--- config.mk ---
export PLATFORM = sky130hd
export DESIGN_NAME = rr_mux4_flat
export DESIGN_NICKNAME = d
export VERILOG_FILES = /design/src/rtl/rr_mux4_pkg.sv /design/src/rtl/rr_mux4_if.sv /design/src/rtl/rr_mux4_arb4.sv /design/src/rtl/rr_mux4.sv /design/src/flat_wrapper.sv
export SDC_FILE = /design/constraint.sdc
export NUM_CORES = 1
export LEC_CHECK = 0
export CAP_MARGIN = 15
export CORE_UTILIZATION = 40
export CTS_BUF_LIST = sky130_fd_sc_hd__clkbuf_8
export CTS_CLUSTER_SIZE = 25
export DETAILED_ROUTE_END_ITERATION = 16
export DONT_BUFFER_PORTS = 1
export GPL_TIMING_DRIVEN = 0
export PLACE_DENSITY_LB_ADDON = 0.15
export SLEW_MARGIN = 10
export SYNTH_ARGS = -nofsm -noshare
export SYNTH_HDL_FRONTEND = slang
export SYNTH_SLANG_ARGS = --single-unit
--- constraint.sdc ---
create_clock -name clk -period 1.7 [get_ports clk]
set_input_delay 0.17 -clock clk [delete_from_list [all_inputs] [get_ports clk]]
set_output_delay 0.17 -clock clk [all_outputs]
set_load 0.005 [all_outputs]
--- src/rtl/rr_mux4_pkg.sv ---
// Shared constants, grant bundle and round-robin pick helper for rr_mux4.
package rr_mux4_pkg;

  localparam int NCH   = 4;
  localparam int SEL_W = 2;

  typedef struct packed {
    logic             found;
    logic [SEL_W-1:0] grant;
  } pick_t;

  // First full channel scanning from ptr upward, 2-bit wrap.
  function automatic pick_t rr_pick(
    input logic [NCH-1:0]   full,
    input logic [SEL_W-1:0] ptr
  );
    pick_t            p;
    logic [SEL_W-1:0] idx;
    p = '0;
    for (int k = 0; k < NCH; k++) begin
      idx = ptr + SEL_W'(k);
      if (!p.found && full[idx]) begin
        p.found = 1'b1;
        p.grant = idx;
      end
    end
    return p;
  endfunction

endpackage

--- src/rtl/rr_mux4_if.sv ---
// Handshake bundle between four producers, rr_mux4 and the downstream sink.
interface rr_mux4_if #(
  parameter int W = 4
);

  localparam int NCH   = rr_mux4_pkg::NCH;
  localparam int SEL_W = rr_mux4_pkg::SEL_W;

  logic [NCH-1:0]   in_valid;
  logic [NCH*W-1:0] in_data;
  logic [NCH-1:0]   in_ready;
  logic             out_valid;
  logic [W-1:0]     out_data;
  logic [SEL_W-1:0] out_sel;
  logic             out_ready;

  modport master (
    output in_valid,
    output in_data,
    output out_ready,
    input  in_ready,
    input  out_valid,
    input  out_data,
    input  out_sel
  );

  modport slave (
    input  in_valid,
    input  in_data,
    input  out_ready,
    output in_ready,
    output out_valid,
    output out_data,
    output out_sel
  );

endinterface

--- src/rtl/rr_mux4_arb4.sv ---
// Combinational 4-way round-robin picker; the pointer register lives
// in the parent.
module rr_arb4
  import rr_mux4_pkg::*;
(
  input  logic [NCH-1:0]   full,
  input  logic [SEL_W-1:0] ptr,
  output logic [SEL_W-1:0] grant,
  output logic             found
);

  pick_t pick;

  always_comb begin
    pick  = rr_pick(full, ptr);
    grant = pick.grant;
    found = pick.found;
  end

endmodule

--- src/rtl/rr_mux4.sv ---
// 4:1 round-robin TDM mux with per-channel holding registers and tagged
// output. RR_MUX4_FIXED_PRIO_EN selects fixed priority (ch0 highest).
module rr_mux4
  import rr_mux4_pkg::*;
#(
  parameter int W = 4
) (
  input logic       clk,
  input logic       rst,
  rr_mux4_if.slave  bus
);

  logic [NCH-1:0]   full;
  logic [W-1:0]     hold [NCH];
  logic             ov;
  logic [W-1:0]     od;
  logic [SEL_W-1:0] os;
  logic [SEL_W-1:0] ptr;
  logic [SEL_W-1:0] grant;
  logic             found;
  logic             slot_free;

`ifdef RR_MUX4_FIXED_PRIO_EN
  // Scanning from 0 every time turns the picker into fixed priority.
  assign ptr = '0;
`else
  always_ff @(posedge clk) begin
    if (rst)
      ptr <= '0;
    else if (slot_free && found)
      ptr <= grant + SEL_W'(1);
  end
`endif

  rr_arb4 u_arb (
    .full  (full),
    .ptr   (ptr),
    .grant (grant),
    .found (found)
  );

  assign slot_free = !ov || bus.out_ready;

  always_ff @(posedge clk) begin
    if (rst) begin
      full <= '0;
      ov   <= 1'b0;
      od   <= '0;
      os   <= '0;
      for (int i = 0; i < NCH; i++)
        hold[i] <= '0;
    end else begin
      for (int i = 0; i < NCH; i++) begin
        if (bus.in_valid[i] && !full[i]) begin
          hold[i] <= bus.in_data[i*W +: W];
          full[i] <= 1'b1;
        end
      end
      // Granted channel is full, so its clear never meets a load.
      if (slot_free) begin
        if (found) begin
          ov          <= 1'b1;
          od          <= hold[grant];
          os          <= grant;
          full[grant] <= 1'b0;
        end else begin
          ov <= 1'b0;
        end
      end
    end
  end

  assign bus.in_ready  = ~full;
  assign bus.out_valid = ov;
  assign bus.out_data  = od;
  assign bus.out_sel   = os;

endmodule

--- src/flat_wrapper.sv ---
// flat-port wrapper written by rule: the top's interface ports become plain ports
module rr_mux4_flat import rr_mux4_pkg::*;
#(
  parameter int W = 4
)
  (clk, rst, bus_in_valid, bus_in_data, bus_out_ready, bus_in_ready, bus_out_valid, bus_out_data, bus_out_sel);
  rr_mux4_if #(.W(W)) bus_i ();
  input logic clk;
  input logic rst;
  input wire logic [$bits(bus_i.in_valid)-1:0] bus_in_valid;
  input wire logic [$bits(bus_i.in_data)-1:0] bus_in_data;
  input wire logic [$bits(bus_i.out_ready)-1:0] bus_out_ready;
  output wire logic [$bits(bus_i.in_ready)-1:0] bus_in_ready;
  output wire logic [$bits(bus_i.out_valid)-1:0] bus_out_valid;
  output wire logic [$bits(bus_i.out_data)-1:0] bus_out_data;
  output wire logic [$bits(bus_i.out_sel)-1:0] bus_out_sel;
  assign bus_i.in_valid = bus_in_valid;
  assign bus_i.in_data = bus_in_data;
  assign bus_i.out_ready = bus_out_ready;
  assign bus_in_ready = bus_i.in_ready;
  assign bus_out_valid = bus_i.out_valid;
  assign bus_out_data = bus_i.out_data;
  assign bus_out_sel = bus_i.out_sel;
  rr_mux4 #(.W(W)) u_core (.clk(clk), .rst(rst), .bus(bus_i));
endmodule
**Word level (Yosys, flattened, before mapping)**

Memories as Yosys holds them, arrays and structs flattened. A register that Yosys moved wholly into a read port is not among the register bits.
Cells that the tools add are included.
Widths: inputs -> output; s select.

- $add $sub $neg: 4
- Multipliers: 0
- Div/mod/pow operators: 0
- Order comparisons: 6
- Equal/unequal tests: 0
- Shift operators: 0
- Muxes and demuxes: 43
- Bitwise gates (word level): 7
- Reduce and logical (&&, ||, !) cells: 19

Operator list:

| operator | count |
|---|---|
| $mux 1 | 28 |
| $mux 4 | 6 |
| $lt 2x3->1 const B | 5 |
| $mux 3 | 4 |
| $logic_and 1x1->1 | 9 |
| $bmux 1 s2 | 4 |
| $logic_not 1->1 | 8 |
| $not 4->4 | 2 |
| $add 2x1->2 const B | 2 |
| $add 2x2->2 const B | 2 |
| $and 4x4->4 | 1 |
| $or 1x1->1 | 4 |
| $demux 1 s2 | 1 |
| $ge 2x1->1 const B | 1 |
| $reduce_and 2->1 | 1 |
| $logic_or 1x1->1 | 1 |

- Flip-flop bits (word level): 9
- Latch bits: 0
- RAM bits: 16
- ROM bits: 0
- Input port bits: 23
- Output and inout bits: 11
- Logic and storage cells: 84
- Memories kept: 1

Memory list:

| memory | depth | width | read ports | clocked after Yosys merged registers in | write ports | line | source |
|---|---|---|---|---|---|---|---|
| u_core.hold | 4 | 4 | 1 | 1 | 4 | rr_mux4.sv:14 | `logic [W-1:0] hold [NCH];` |

**Longest topological paths before layout**

Gate-level depths: netlist (run 1).

- Depth after elaboration: 20
- Mapped depth: 6
- Mapped depth without buffers: 5

**Hierarchy**

Synthesis (run 1) repeated with hierarchy kept, for this count alone.

- Cells, all modules: 127
- Area, all modules: 1363.8 um2

By module, submodules not included:

| module | times used | cells an instance | area an instance (um2) | sequential area each (um2) |
|---|---|---|---|---|
| rr_mux4 | 1 | 112 | 1286.2 | 740.7 |
| rr_arb4 | 1 | 15 | 77.6 | 0.0 |

**Least setup slack after synthesis (run 1)**

No wires, ideal clock.

- Kind: flip-flop to flip-flop
- Start: register u_core.full[1]
- End: register u_core.od[1], in the netlist u_core.bus.out_data[1] (read register of u_core.hold)
- Library setup time: 83 ps
- Arrival time: 1496 ps
- Data required time: 1617 ps
- Slack: 121 ps
- Stages on the path, launching flop included: 6
- Buffers on the path: 0
- Period minus slack after synthesis: 1579 ps
- Cell sequence: dfxtp_1 nand2b_1 a21oi_2 o32a_4 or3_4 o221ai_1

- Cells in the longest elaborated chain, start to end: 13
- Elaborated cells on any way between the ends: 19
- Those cells by class: 12 x mux; 7 x reduce/logical

RTL lines:

| what | line | source |
|---|---|---|
| start, declared | rr_mux4.sv:13 | `logic [NCH-1:0] full;` |
| start signal, assigned | rr_mux4.sv:46 | `full <= '0;` |
| start signal, assigned by index | rr_mux4.sv:56 | `full[i] <= 1'b1;` |
| start signal, assigned by index | rr_mux4.sv:65 | `full[grant] <= 1'b0;` |
| $bmux 1 s2 | rr_mux4_pkg.sv:22 | `if (!p.found && full[idx]) begin` |
| $mux 1 (not written as such) | rr_mux4_pkg.sv:22 |  |
| $mux 3 | rr_mux4_pkg.sv:22 |  |
| $logic_not 1->1 | rr_mux4_pkg.sv:22 |  |
| $logic_and 1x1->1 | rr_mux4_pkg.sv:22 |  |
| $mux 3 | rr_mux4_pkg.sv:22 |  |
| $logic_not 1->1 | rr_mux4_pkg.sv:22 |  |
| $logic_and 1x1->1 | rr_mux4_pkg.sv:22 |  |
| $mux 3 | rr_mux4_pkg.sv:22 |  |
| $logic_not 1->1 | rr_mux4_pkg.sv:22 |  |
| $logic_and 1x1->1 | rr_mux4_pkg.sv:22 |  |
| $mux 3 (*) | rr_mux4_pkg.sv:22 |  |
| $reduce_and 2->1 (no line) | n/a |  |
| end, declared | rr_mux4.sv:16 | `logic [W-1:0] od;` |

Every way passes the cells marked *; elsewhere a longest branch is shown, timed or not. The select of a mux whose other input is x is not followed.
A chain may end at the register's enable or synchronous reset.

**Worst setup path in the final report (run 1)**

Same ends and word-level chain as after synthesis.

==> results of run 1 <==
## critical path: stages (launching register included)
cell	delay [ns]
dfxtp_4	0.39
nand2b_4	0.14
a21oi_2	0.04
o32a_4	0.39
or3_4	0.41
o221ai_1	0.20
## layout make-up
class | count | area (µm²)
clock buffer | 5 | 68.82
buffer | 4 | 35.03
inverter | 6 | 22.52
tap | 44 | 55.05
timing repair buffer | 1 | 7.507
sequential | 29 | 749.5
clock inverter | 3 | 11.26
multi-input combinational | 81 | 574.3
fill | 285 | 1604
## cells by family after synthesis
logic type	synth area share
AOI/OAI and AO/OA	0.1360
xor gates and xnor gates	0.006477
buffers and inverters	0.04254
muxes	0.05921
DFF	0.5476
and+or+nand+nor	0.2082
## power by group through the flow
stage,Clock (µW),Sequential (µW),Combinational (µW)
2_1_floorplan,0,952,434
3_3_place_gp,0,981,512
3_5_place_dp,0,983,524
4_1_cts,522,970,527
5_1_grt,555,1000,604
6_report,506,987,550
## per-layer routing
layer  global-route usage  share of wire
met1               0.1978           0.44
met2               0.2465           0.47
met3              0.06494          0.071
met4              0.09967          0.018
met5                    0              0
## cell usage after synthesis
master,n,area [µm²]
mux2i_1,8,80.08
edfxtp_1,16,480.5
dfxtp_1,13,260.3
nor4_2,1,12.51
clkbuf_1,1,3.750
buf_8,1,15.01
nand3b_1,4,30.03
o32ai_2,1,16.27
inv_1,6,22.52
nor2_1,11,41.29
o221ai_1,4,35.03
nor2_2,1,6.260
nor2b_1,1,6.260
o21ai_1,1,5.000
a21oi_2,1,8.760
or3_1,1,6.260
a21o_1,1,7.510
or3_4,1,11.26
nand2b_1,6,37.54
a211oi_1,4,30.03
a311oi_1,2,17.52
o32a_4,1,22.52
nand2_1,8,30.03
a21oi_1,5,25.02
o22ai_1,1,6.260
xnor2_1,1,8.760
buf_2,1,5.000
a211o_2,1,10.01
clkdlybuf4s50_2,1,11.26
and2_1,16,100.1
## flip-flops by register name, indices dropped and copies added, names as in the netlist
| name | cells |
|---|---|
| u_core.ptr | 2 |
| u_core.bus.out_data | 4 |
| u_core.bus.out_sel | 2 |
| u_core.full | 4 |
| u_core.bus.out_valid | 1 |
| u_core.hold | 16 |
## timing repair
item | in CTS | in global routing
gates cloned | 0 | 0
buffers inserted | 0 | 1
gates resized for setup | 1 | 9
endpoints found under the setup margin | 4 | 6
pin swaps | 0 | 1
endpoints found under the hold margin | 0 | 0
## how the worst max path moves through the flow
stage                   startpoint                endpoint  slack, ns  cells after the start
floorplan           u_core.full[1]  u_core.bus.out_data[1]       0.12                      5
global placement    u_core.full[1]  u_core.bus.out_data[2]      -0.02                      5
detailed placement  u_core.full[1]  u_core.bus.out_data[1]      -0.05                      5
CTS                 u_core.full[1]  u_core.bus.out_data[1]       0.02                      5
global route        u_core.full[1]  u_core.bus.out_data[1]     0.0009                      5
finish              u_core.full[1]  u_core.bus.out_data[1]       0.06                      5
## through the flow
step	instance area (µm²)	hold WS [ns]	power, µW
finish	1524	0.05416	2042
global route	1524	0.05351	2161
CTS	1489	0.05594	2018
detailed placement	1408	0.3495	1507
global placement	1408	0.3575	1492
floorplan	1353	0.3401	1385
==> impl_metrics.toml, run 1 <==
[status]
status = "complete, no violations"

[synthesis]
syn_inst = 120
synth.distinct_cells = 30
avgSynthCellArea_um2 = 11.27
ys_seq_elements = 29
syn_area_mm2 = 0.001353
synth_fp_nets = 143
yosysSeqAreaShare = 0.5476
ys_warn_count = 0

[critical_path]
crit_fanout = 6
rrSetupSlack_ns = 0.06
crit_required_ns = 1.89
crit_type = "flop to flop"
arrival_ns = 1.83
reg2reg_depth = 5
cp-end-kind = "flop"
r2r-start = "u_core.full[1]"
start_kind = "flop"
r2r_end = "u_core.bus.out_data[1]"

[final_layout]
fin_util = 0.4872
n_antenna_cell = 0
area_growth_pct = 12.67
instances_no_fill = 173
drive_gt1_frac = 0.1860
fin_nets = 151
layout_common_cells = "16 x and2_1, 16 x edfxtp_1, 11 x nor2_1"

[timing]
period_minus_slack_ns = 1.643
rsz0062_at_grt = "false"
setup_viol = 0
finClkSkew_ns = 0.003229
setup_tns_ns = 0
drv_slew = 0
setup_ws_ns = 0.05738
hold_viol = 0
fmax_mhz = 608.8
maxSlewHeadroom = 0.7193
finalCritPeriodShare = 0.9662
worst_pin_slew_ns = 0.4210

[power_and_ir_drop]
net-switching-power_uw = 634.3
switching_share = 0.3107
power_density_mw_per_mm2 = 1340
internal-power_uw = 1407
share_seq_of_total_power = 0.483
power_frac_comb = 0.269
ir_worst_vdd_mv = 0.5974
p_clk_frac = 0.248
leakage_uw = 0.0006046

[cts]
clkLatencyLatePin_ns = 0.27
cts_tree = "yes"
htreeDepth = 2
clock_path_buffers = 2
holdBufCountCts = 0
clkTransAtPathRegs_ns = 0.06
cts_root_buf = "clkbuf_8"
clock_sinks = 29
numCtsBuffers = 5

[global_routing]
antenna_found_initial = 0
grt_pass1_wl_um = 4050
grt_max_degree = 11
groute.usage.overall = 0.1648
grt_overflow = 0
grt_pass1_vias = 832

[min_path]
hold_class = "input pin to flop"
min_from = "bus_in_valid[2]"
hold_end = "u_core.full[2]"
min_path_cells = 2

[die]
num_rows = 20
io_pins = 34
die-area_mm2 = 0.003618
die_w_um = 60.15
core_area_mm2 = 0.003128
start_util = 0.4324
fp.dieH_um = 60.15

[drt]
viasPerCell = 5.098
antenna_left = 0
vias = 882
drc = 0
avgRoutedWirePerCell_um = 14.98
first_iter_violations = 54
drt-pass1-iter-count = 4
drt-total-wl_um = 2591

[place]
portBuffers = 0
place_inst = 164
gp_congestion = 0.7492
pre_cts_slack_ns = -0.04558
hpwl_um = 2020

[flow_run]
maxCapViolCount = 0
(Power assumes the default switching activity.)
==> run 2, diff against run 1 <==
CORE_UTILIZATION = 45   (was 40)
SYNTH_HIERARCHICAL = 1   (was unset)
==> run 2 against run 1 <==
The flow now finishes with violations (design-rule violations, negative setup slack); critical endpoint is now u_core/bus.out_data[3]; combinational power grew 11%; sequential power decreased by 4.6%; largest power group unchanged; final cell count shrank 1.2%.
==> impl_metrics.toml, run 2 <==
[synthesis]
syn_inst = 127
ys_warn_count = 6
synth_fp_nets = 154
yosysSeqAreaShare = 0.5431
synthArstFlopShare = 0
synth.distinct_cells = 20
avgSynthCellArea_um2 = 10.74
synth_area_leaders = "edfxtp_1 35%, dfxtp_1 19%, and2_1 7.3%"
ys_seq_elements = 29
synthTopCellsByCount = "16 x and2_1, 16 x edfxtp_1, 13 x a21oi_1, 13 x dfxtp_1, 11 x inv_1"
syn_area_mm2 = 0.001364
yosysTopAreaCell = "edfxtp_1"
netlist.area_leader.share = 0.3523
synth-edff-count = 16
ys.flop_type = "edfxtp_1"

[power_and_ir_drop]
power_density_mw_per_mm2 = 1383
switching_share = 0.2925
share_seq_of_total_power = 0.424
leakage_uw = 0.0006250
p_clk_frac = 0.300
internal-power_uw = 1573
net-switching-power_uw = 650.4
power_frac_comb = 0.276
ir_worst_vdd_mv = 0.5738
power_uw = 2224

[timing]
setup_tns_ns = -0.8196
period_minus_slack_ns = 1.865
finalCritPeriodShare = 1.097
rsz0062_at_grt = "true"
hold_viol = 0
setup_viol = 6
drv_slew = 0
fmax_mhz = 536.3
finClkSkew_ns = 0.004409
maxSlewHeadroom = 0.6677
setup_ws_ns = -0.1647
worst_pin_slew_ns = 0.4984

[min_path]
hold_class = "input pin to flop"

[cts]
clkLatencyLatePin_ns = 0.27
holdBufCountCts = 0
htreeDepth = 2
numCtsBuffers = 5
clkTransAtPathRegs_ns = 0.06
cts_tree = "yes"
clock_sinks = 29
clock_path_buffers = 2
cts_root_buf = "clkbuf_8"

[final_layout]
drive_gt1_frac = 0.2429
nFillCells = 244
final_area_mm2 = 0.001608
n_antenna_cell = 0
area_growth_pct = 17.89
seq_area_um2 = 749.5
fin_util = 0.5731
layout_common_cells = "16 x and2_1, 16 x edfxtp_1, 11 x inv_1"
largest_reg_flops = 16
multi_input_area_um2 = 601.8
top_register = "u_core/hold"
fin_nets = 166

[drt]
vias = 949
first_iter_violations = 45
drt-total-wl_um = 2868
avgRoutedWirePerCell_um = 16.77
drc = 6
antenna_left = 0
viasPerCell = 5.550
drt-pass1-iter-count = 10

[critical_path]
crit_required_ns = 1.84
start_kind = "flop"
rrSetupSlack_ns = -0.16
cp-end-kind = "flop"
critPathSlowestCell = "mux4_2"
crit_fanout = 5
crit_type = "flop to flop"
slowest_delay_ns = 0.51
arrival_ns = 2.01
crit_chain = "inv_2 -> a221o_1 -> a21oi_4 -> buf_6 -> mux4_2 -> nand3_2 -> a21oi_2"

[place]
placed_cell_area_mm2 = 0.001414
gp_congestion = 0.7372
hpwl_um = 2075
portBuffers = 0

[global_routing]
grt_pass1_wl_um = 4678
antenna_found_initial = 0
grt_max_degree = 11
grt_overflow = 0
grt_pass1_vias = 997
groute.usage.overall = 0.2004

[die]
io_pins = 34
fp.dieH_um = 57.05
core_area_mm2 = 0.002805
die_w_um = 57.05
num_rows = 19
die-area_mm2 = 0.003255
start_util = 0.4862

[status]
status = "finished with violations"
violations = "design-rule violations, negative setup slack"

[flow_run]
maxCapViolCount = 0
==> run 2: cell types whose count changed after synthesis, moves of 2 or more <==
| cell | before | now |
|---|---|---|
| nand3b_1 | 4 | 0 |
| ha_1 | 0 | 4 |
| mux2i_1 | 8 | 0 |
| nand2b_1 | 6 | 9 |
| mux4_2 | 0 | 4 |
| o221ai_1 | 4 | 1 |
| inv_1 | 6 | 11 |
| a21oi_1 | 5 | 13 |
| a311oi_1 | 2 | 0 |
| nand2_1 | 8 | 0 |
| nand3_1 | 0 | 8 |
| o21ai_0 | 0 | 8 |
==> run 2: kinds of logic after synthesis <==
| group | share of synthesized area |
|---|---|
| compound gates | 0.1184 |
| fa+ha+maj | 0.03670 |
| buf+inv | 0.05413 |
| flops | 0.5431 |
| mux | 0.06606 |
| simple gates | 0.1817 |
==> run 2: through the flow <==
step                hold slack (ns)  cells  setup WS (ns)
floorplan                    0.3344    127       -0.06794
global placement             0.3378    158        -0.1906
detailed placement           0.3471    158        -0.2843
CTS                         0.05363    171        -0.2034
global route                0.05648    171        -0.2228
finish                      0.07474    171        -0.1647
==> run 2: area by class of cell <==
class | count | share of cell area
Sequential cell | 29 | 0.4661
Multi-Input combinational cell | 81 | 0.3743
Clock buffer | 5 | 0.04280
Inverter | 12 | 0.02802
Tap cell | 31 | 0.02412
Clock inverter | 3 | 0.02335
Timing Repair Buffer | 5 | 0.02335
Buffer | 5 | 0.01790
==> run 2: per-layer routing <==
metal,routed length (µm),vias to the layer above,share of wire,global-route usage
met2,1407,35,0.49,0.3160
met4,54,0,0.019,0.1080
met1,1229,445,0.43,0.2507
li1,-,463,-,-
met5,0,-,0,0
met3,176,6,0.061,0.05669
==> run 2: final timing paths <==
check                            to                  start  cells after the start
max          u_core/bus.out_data[3]          u_core/ptr[0]                      7
min                  u_core/full[2]        bus_in_valid[2]                      2
max reg2reg  u_core/bus.out_data[3]          u_core/ptr[0]                      7
min reg2reg   u_core/bus.out_sel[1]  u_core/bus.out_sel[1]                      2
==> run 2: power by group through the flow <==
| stage | Clock [µW] | Sequential [µW] | Combinational, µW |
|---|---|---|---|
| after floorplan | 0 | 924 | 401 |
| after global placement | 0 | 947 | 474 |
| after detailed placement | 0 | 955 | 490 |
| after CTS | 691 | 938 | 598 |
| after global routing | 715 | 953 | 676 |
| final | 668 | 942 | 613 |
==> run 2: repair_timing <==
action,CTS,global route
pin swaps,3,2
gates resized for setup,8,5
endpoints found under the setup margin,9,10
buffers inserted,5,0
==> run 2: worst max-delay path, delay by kind of cell (launching register included) <==
kind	cells	cell delay, ns
AOI/OAI and AO/OA	3	0.57
muxes	1	0.51
DFF	1	0.36
buffers and inverters	2	0.19
and+or+nand+nor	1	0.09
